## config.mk

```make
export PLATFORM = sky130hd
export DESIGN_NAME = regport_sequencer
export DESIGN_NICKNAME = d
export VERILOG_FILES = /design/src/rtl/regport_sequencer.sv
export SDC_FILE = /design/constraint.sdc
export NUM_CORES = 1
export LEC_CHECK = 0
export ABC_AREA = 1
export CAP_MARGIN = 25
export CORE_MARGIN = 2
export CORE_UTILIZATION = 47
export DETAILED_ROUTE_END_ITERATION = 7
export GPL_ROUTABILITY_DRIVEN = 1
export PLACE_DENSITY = 0.85
export SYNTH_ARGS = -nofsm -noshare
export SYNTH_HDL_FRONTEND = slang
export SYNTH_SLANG_ARGS = --single-unit
```

## constraint.sdc

```tcl
create_clock -name clk -period 8.7 [get_ports clk]
set_input_delay 2.175 -clock clk [delete_from_list [all_inputs] [get_ports clk]]
set_output_delay 2.175 -clock clk [all_outputs]
set_load 0.05 [all_outputs]
```

## src/rtl/regport_sequencer.sv

```systemverilog
// -----------------------------------------------------------------------------
// regport_sequencer
//
// Sequences every access to a single-ported register file that has registered
// read data. Each access cycle carries either one write or one dual read,
// never both. Writebacks are queued in an in-order write buffer. A read is
// presented to the register file in RD, its data is captured in CAP, and it is
// held as a response in RESP until the consumer accepts it.
//
// Optional feature (compile-time macro REGPORT_BYPASS_EN):
//   undefined : the write buffer is drained before any read is accepted.
//   defined   : reads take priority over draining. Each operand is forwarded
//               from the youngest matching write that was already buffered
//               when the read was accepted.
//
// Ports
//   clk, rst                 clock and synchronous active-high reset
//   rd_req_* / rd_addr_a/b   operand read request (valid/ready)
//   rd_rsp_* / rd_rsp_a/b    operand read response (valid/ready), held stable
//   wr_* / wr_addr/wr_data   writeback request (valid/ready)
//   rf_in_reg, rf_addr_a/b   register-file write data and addresses
//   rf_rw, rf_sel            register-file direction (1 read) and select
//                            (active low)
//   rf_out_a/b               register-file registered read data
// -----------------------------------------------------------------------------
module regport_sequencer #(
  parameter int WBUF_DEPTH = 2
) (
  input  logic        clk,
  input  logic        rst,
  input  logic        rd_req_valid,
  output logic        rd_req_ready,
  input  logic [4:0]  rd_addr_a,
  input  logic [4:0]  rd_addr_b,
  output logic        rd_rsp_valid,
  input  logic        rd_rsp_ready,
  output logic [31:0] rd_rsp_a,
  output logic [31:0] rd_rsp_b,
  input  logic        wr_valid,
  output logic        wr_ready,
  input  logic [4:0]  wr_addr,
  input  logic [31:0] wr_data,
  output logic [31:0] rf_in_reg,
  output logic [4:0]  rf_addr_a,
  output logic [4:0]  rf_addr_b,
  output logic        rf_rw,
  output logic        rf_sel,
  input  logic [31:0] rf_out_a,
  input  logic [31:0] rf_out_b
);

  localparam int PTR_W = $clog2(WBUF_DEPTH);
  localparam int CNT_W = PTR_W + 1;
  localparam logic [CNT_W-1:0] FULL_CNT = CNT_W'(WBUF_DEPTH);

  typedef enum logic [2:0] {
    IDLE = 3'd0,
    WR   = 3'd1,
    RD   = 3'd2,
    CAP  = 3'd3,
    RESP = 3'd4
  } state_t;

  state_t           state_r;
  logic [4:0]       wbuf_addr_r [WBUF_DEPTH];
  logic [31:0]      wbuf_data_r [WBUF_DEPTH];
  logic [PTR_W-1:0] head_r;
  logic [PTR_W-1:0] tail_r;
  logic [CNT_W-1:0] count_r;
  logic [4:0]       lat_a_r;
  logic [4:0]       lat_b_r;
  logic [31:0]      rsp_a_r;
  logic [31:0]      rsp_b_r;
`ifdef REGPORT_BYPASS_EN
  // Number of entries that were already buffered when the read was accepted
  logic [CNT_W-1:0] snap_cnt_r;
`endif

  logic        fifo_empty_s;
  logic        fifo_full_s;
  logic        push_s;
  logic        pop_s;
  logic        rd_sel_s;
  logic        wr_sel_s;
  logic        rd_accept_s;
  logic [31:0] cap_a_s;
  logic [31:0] cap_b_s;

  assign rd_rsp_a = rsp_a_r;
  assign rd_rsp_b = rsp_b_r;

  // Arbitration between reads and draining, plus the handshake strobes
  always_comb begin
    fifo_empty_s = (count_r == {CNT_W{1'b0}});
    fifo_full_s  = (count_r == FULL_CNT);
`ifdef REGPORT_BYPASS_EN
    rd_sel_s = 1'b1;
    wr_sel_s = !fifo_empty_s && !rd_req_valid;
`else
    rd_sel_s = fifo_empty_s;
    wr_sel_s = !fifo_empty_s;
`endif
    rd_req_ready = (state_r == IDLE) && rd_sel_s;
    rd_accept_s  = rd_req_ready && rd_req_valid;
    wr_ready     = !fifo_full_s;
    // A push never depends on a same-cycle pop: a full buffer refuses the write
    push_s       = wr_valid && !fifo_full_s;
    pop_s        = (state_r == WR);
    rd_rsp_valid = (state_r == RESP);
  end

  // Data captured in CAP: register-file output, optionally overridden by a buffered write
  always_comb begin
    cap_a_s = rf_out_a;
    cap_b_s = rf_out_b;
`ifdef REGPORT_BYPASS_EN
    // Scan oldest to youngest so the youngest matching snapshotted entry wins.
    // The buffer is not popped between acceptance and CAP, so head_r still
    // points at the oldest snapshotted entry.
    for (int i = 0; i < WBUF_DEPTH; i++) begin
      cap_a_s = ((CNT_W'(i) < snap_cnt_r) && (wbuf_addr_r[head_r + PTR_W'(i)] == lat_a_r))
                ? wbuf_data_r[head_r + PTR_W'(i)] : cap_a_s;
      cap_b_s = ((CNT_W'(i) < snap_cnt_r) && (wbuf_addr_r[head_r + PTR_W'(i)] == lat_b_r))
                ? wbuf_data_r[head_r + PTR_W'(i)] : cap_b_s;
    end
`endif
  end

  // Register-file drive decoded from the registered state
  always_comb begin
    rf_sel    = 1'b1;
    rf_rw     = 1'b0;
    rf_addr_a = 5'd0;
    rf_addr_b = 5'd0;
    rf_in_reg = 32'd0;
    case (state_r)
      WR: begin
        rf_sel    = 1'b0;
        rf_rw     = 1'b0;
        rf_addr_a = wbuf_addr_r[head_r];
        rf_in_reg = wbuf_data_r[head_r];
      end
      RD: begin
        rf_sel    = 1'b0;
        rf_rw     = 1'b1;
        rf_addr_a = lat_a_r;
        rf_addr_b = lat_b_r;
      end
      default: begin
        rf_sel = 1'b1;
      end
    endcase
  end

  // Access sequencer: state, latched read addresses and the response registers
  always_ff @(posedge clk) begin
    if (rst) begin
      state_r <= IDLE;
      lat_a_r <= 5'd0;
      lat_b_r <= 5'd0;
      rsp_a_r <= 32'd0;
      rsp_b_r <= 32'd0;
`ifdef REGPORT_BYPASS_EN
      snap_cnt_r <= {CNT_W{1'b0}};
`endif
    end else begin
      case (state_r)
        IDLE: begin
          if (rd_accept_s) begin
            state_r <= RD;
            lat_a_r <= rd_addr_a;
            lat_b_r <= rd_addr_b;
`ifdef REGPORT_BYPASS_EN
            // count_r does not yet include a push made in this same cycle
            snap_cnt_r <= count_r;
`endif
          end else if (wr_sel_s) begin
            state_r <= WR;
          end else begin
            state_r <= IDLE;
          end
        end
        WR:   state_r <= IDLE;
        RD:   state_r <= CAP;
        CAP: begin
          rsp_a_r <= cap_a_s;
          rsp_b_r <= cap_b_s;
          state_r <= RESP;
        end
        RESP: begin
          if (rd_rsp_ready) begin
            state_r <= IDLE;
          end else begin
            state_r <= RESP;
          end
        end
        default: state_r <= IDLE;
      endcase
    end
  end

  // Write-buffer pointers and occupancy; reset discards every buffered write
  always_ff @(posedge clk) begin
    if (rst) begin
      head_r  <= {PTR_W{1'b0}};
      tail_r  <= {PTR_W{1'b0}};
      count_r <= {CNT_W{1'b0}};
    end else begin
      if (push_s) begin
        tail_r <= tail_r + PTR_W'(1);
      end
      if (pop_s) begin
        head_r <= head_r + PTR_W'(1);
      end
      count_r <= count_r + CNT_W'(push_s) - CNT_W'(pop_s);
    end
  end

  // Write-buffer storage; contents are meaningless until written, so no reset
  always_ff @(posedge clk) begin
    if (push_s) begin
      wbuf_addr_r[tail_r] <= wr_addr;
      wbuf_data_r[tail_r] <= wr_data;
    end
  end

endmodule

```

; Yosys cells after proc, flatten, opt, wreduce, memory -nomap -nowiden
; Memory sizes are Yosys's and may differ from the RTL's. A register that Yosys moved wholly into a read port is not among the register bits.
; Cells that the tools add are included.
[classes]
addsub = 4
n_eq_ne = 5
mux = 15
n_reduce_logical = 8
[op_table]
columns = operator, n
row1 = 32-bit two-way mux, 1
row2 = 3-bit one-hot mux with 4 select lines, 1
row3 = 5-bit one-hot mux with 2 select lines, 1
row4 = 1-bit two-way mux, 9
row5 = "3-bit by 2-bit equality test with 1-bit output, second input constant", 2
row6 = 5-bit two-way mux, 1
row7 = "3-bit by 1-bit equality test with 1-bit output, second input constant", 1
row8 = "3-bit equality test, second input constant", 1
row9 = 1-bit logical AND, 3
row10 = 3-bit zero test, 1
row11 = 3-bit two-way mux, 1
row12 = "1-bit adder, second input constant", 2
row13 = 2-bit by 1-bit adder with 2-bit output, 1
row14 = "2-bit equality test, second input constant", 1
row15 = 2-bit zero test, 1
row16 = 2-bit two-way mux, 1
row17 = 2-bit AND reduction, 1
row18 = 2-bit OR reduction, 1
row19 = 2-bit by 1-bit subtractor with 2-bit output, 1
row20 = 1-bit zero test, 1
[totals]
ff_bits = 81
ramBits = 74
in_bits = 116
output_inout_bits = 111
memories = 2
[mem_list]
columns = name, words, width, rd, rd_ports_with_merged_regs, write_ports, line
row1 = wbuf_data_r, 2, 32, 1, 1, 1, 66  ; logic [31:0] wbuf_data_r [WBUF_DEPTH];
row2 = wbuf_addr_r, 2, 5, 1, 1, 1, 65  ; logic [4:0] wbuf_addr_r [WBUF_DEPTH];

; Logic depth before layout (Yosys ltp)
[logic_depth]
ltp_word = 5
depth_mapped = 10
ltp_nobuf = 10

; Least setup slack after synthesis
; OpenSTA, ideal clock, no wires.
[synth_timing]
path_kind = input -> register
startpoint = input wr_valid
endpoint = memory wbuf_addr_r[1][0] (enable)
t_arrival_ns = 3.878
path_slack_ns = 4.389
path_stages = 2
n_path_buf = 0
cell_sequence = nand2_1 nor2_1
[synth_between]
elab_chain_len = 3
[synth_rtl]
columns = item, line
row1 = "start, declared", 39  ; input logic wr_valid,
row2 = 1-bit logical AND, 107  ; push_s = wr_valid && !fifo_full_s;
row3 = 1-bit two-way mux, 221  ; if (push_s) begin
row4 = 1-bit two-way mux (not written as such), 222  ; wbuf_addr_r[tail_r] <= wr_addr;
row5 = "end, declared", 65
; Every way passes these cells.

==> results.sh <==
export IMPL_start_kind="flip-flop"
export IMPL_cp_required_ns=6.53
export IMPL_io_pins=227
export IMPL_ctsResizeCount=0
export IMPL_cts_hold_buffers=0
export IMPL_slew_headroom_pct=44.8
export IMPL_die_y_um=115
export IMPL_ys_ff_latch=156
export IMPL_areaGrowthSynthToFinish_pct=50.2
export IMPL_design_area_sq_mm=0.00877
export IMPL_wirelength_mm=14.9
export IMPL_drv_cap=0
export IMPL_synth_nets=719
export IMPL_critPathMaxFanout=38
export IMPL_drc=0
export IMPL_placedCellCount=964
export IMPL_htreeDepth=4
export IMPL_insertion_delay_ns=0.42
export IMPL_ys_top_cells_by_area="edfxtp_1 (38%), dfxtp_1 (28%), nor2_1 (11%), nand2_1 (6.1%), o21ai_1 (4.3%)"
export IMPL_syn_cell_area_sq_mm=0.00584
export IMPL_globalplace_congestion=0.814
export IMPL_clock_skew_final_ns=0.00795
export IMPL_cts_made_buffers=17
export IMPL_finalNonFillerCells=999
export IMPL_min_path_type="reg -> reg"
export IMPL_ant_nets=0
export IMPL_max_freq_ghz=0.202
export IMPL_grt_pass1_vias=4776
export IMPL_rows=40
export IMPL_synth_top_area_share_pct=38.1
export IMPL_cts_max_path_buffers=2
export IMPL_diodes=0
export IMPL_final_common_cell="clkdlybuf4s50_1"
export IMPL_hold_viol_final=0
export IMPL_vias=4897
export IMPL_drive_gt1_share_pct=4.81
export IMPL_first_iter_violations=247
export IMPL_syn_avg_cell_area_sq_um=9.71
export IMPL_chipWidth_um=115
export IMPL_dieArea_sq_mm=0.0133
export IMPL_peakVddDrop_mv=0.184
export IMPL_synthDistinctLibCells=23
export IMPL_cp_end_kind="output pin"
export IMPL_placed_cell_area_sq_mm=0.00811
export IMPL_setup_viol=0
export IMPL_cellLeakagePower_nw=3.25
export IMPL_fin_nets=936
export IMPL_setup_tns_ns=0
export IMPL_final_cell_mix="clkdlybuf4s50_1 (226), nor2_1 (168), nand2_1 (95), dfxtp_1 (82), edfxtp_1 (74)"
export IMPL_p_per_area_mw_per_mm2=319
export IMPL_routedWlPerCell_um=15.0
export IMPL_antenna_found_initial=0
export IMPL_via_per_inst=4.90
export IMPL_clock_sinks=156
export IMPL_period_needed_ns=4.96
export IMPL_port_buffers=226
export IMPL_syn_inst=601
export IMPL_arrival_ns=2.79
export IMPL_cts_setup_buffers=0
export IMPL_yosys_warnings=0
export IMPL_synth_area_leader_cell="edfxtp_1"
export IMPL_dr_pass1_iters=4
export IMPL_grt_pass1_wl_mm=22.7
export IMPL_finalMaxSlewViolations=0
export IMPL_coreArea_sq_mm=0.0121
export IMPL_fin_crit_sh_pct=57.0
export IMPL_max_slew_worst_pin_slew_ns=0.825
export IMPL_rsz0062_at_grt="no"
export IMPL_hpwl_mm=10.2
export IMPL_status="completed"
export IMPL_yosysSeqAreaShare_pct=66.2
export IMPL_gr_total_overflow=0
export IMPL_grt_max_degree=77
export IMPL_path_class="reg -> out"
export IMPL_path_clk_slew_ns=0.05
export IMPL_cts_tree="built"
export IMPL_initial_core_util_pct=48.4
export IMPL_grtUsageTotal_pct=22.3
export IMPL_cts_root_buf="clkbuf_16"
-- critical path, stage by stage (launching register included) --
cell             delay (ns)
dfxtp_1                0.29
buf_4                  0.25
inv_2                  0.50
nor2_1                 0.11
o31ai_1                0.34
clkdlybuf4s50_1        0.87
-- layer usage --
| layer | vias up | wire (um) | track usage (%) | part of all wire [%] |
|---|---|---|---|---|
| li1 | 2404 | - | - | - |
| met1 | 2269 | 5590 | 24.8 | 37 |
| met2 | 200 | 7510 | 37.8 | 50 |
| met3 | 24 | 1570 | 9.68 | 10 |
| met4 | 0 | 276 | 9.08 | 1.8 |
| met5 | - | 0 | 0 | 0 |
-- final timing paths --
| path | startpoint | to | slack [ns] | cells after the start |
|---|---|---|---|---|
| worst max-delay path | flip-flop | rf_addr_a[2] | 3.74 | 5 |
| worst max register to register | state_r[1] | count_r[1] | 6.61 | 11 |
| worst min register to register | head_r | head_r | 0.46 | 1 |
| worst min-delay path | head_r | head_r | 0.46 | 1 |
-- state kept, by name, indices dropped and copies added, names as in the netlist, named ones only --
register	flops
count_r	2
lat_a_r	5
lat_b_r	5
wbuf_data_r	64
state_r	3
tail_r	1
wbuf_addr_r	10
head_r	1
rd_rsp_b	32
rd_rsp_a	32
-- report_power, final --
group,switching [mW],internal (mW),leakage (nW)
Clock,0.267,0.471,0.283
Sequential,0.0548,0.905,1.36
Combinational,0.750,0.350,1.61
Total,1.07,1.73,3.25
-- through the flow --
step | util (%) | worst slack, ns | hold WS, ns | power (mW)
floorplan | - | 4.39 | 0.425 | 1.72
global placement | 67.3 | 4.31 | 0.436 | 2.03
detailed placement | 67.3 | 4.22 | 0.454 | 2.06
CTS | 72.2 | 3.70 | 0.461 | 2.81
global route | 72.7 | 3.58 | 0.494 | 2.93
finish | 72.7 | 3.74 | 0.461 | 2.80
-- synthesized netlist by cell type --
| cell | count |
|---|---|
| inv_2 | 3 |
| nand2_1 | 95 |
| nor3_1 | 2 |
| buf_2 | 9 |
| o31ai_1 | 5 |
| nor2_1 | 170 |
| inv_4 | 1 |
| buf_1 | 1 |
| nand4_1 | 1 |
| xnor2_1 | 1 |
| a21oi_1 | 38 |
| buf_4 | 4 |
| inv_1 | 23 |
| o21ai_0 | 15 |
| edfxtp_1 | 74 |
| nand3_2 | 2 |
| nand3_1 | 2 |
| buf_6 | 11 |
| dfxtp_1 | 82 |
| ha_1 | 2 |
| o21ai_1 | 50 |
| nor2_2 | 1 |
| clkbuf_1 | 9 |
-- layout make-up --
type | instances | area (sq um)
clock buffer | 24 | 482
inverter | 27 | 104
fill | 826 | 3290
tap | 168 | 210
sequential | 156 | 3860
multi-input combinational | 384 | 1650
timing repair buffer | 232 | 2340
clock inverter | 8 | 116
-- cell families after synthesis --
family | share of synthesized area (%)
adder cells (fa/ha/maj) | 0.429
AND/OR/NAND/NOR | 17.9
flip-flops | 66.2
AO/OA/AOI/OAI | 9.47
buffers and inverters | 5.83
XOR/XNOR | 0.150
(Power assumes the default switching activity.)
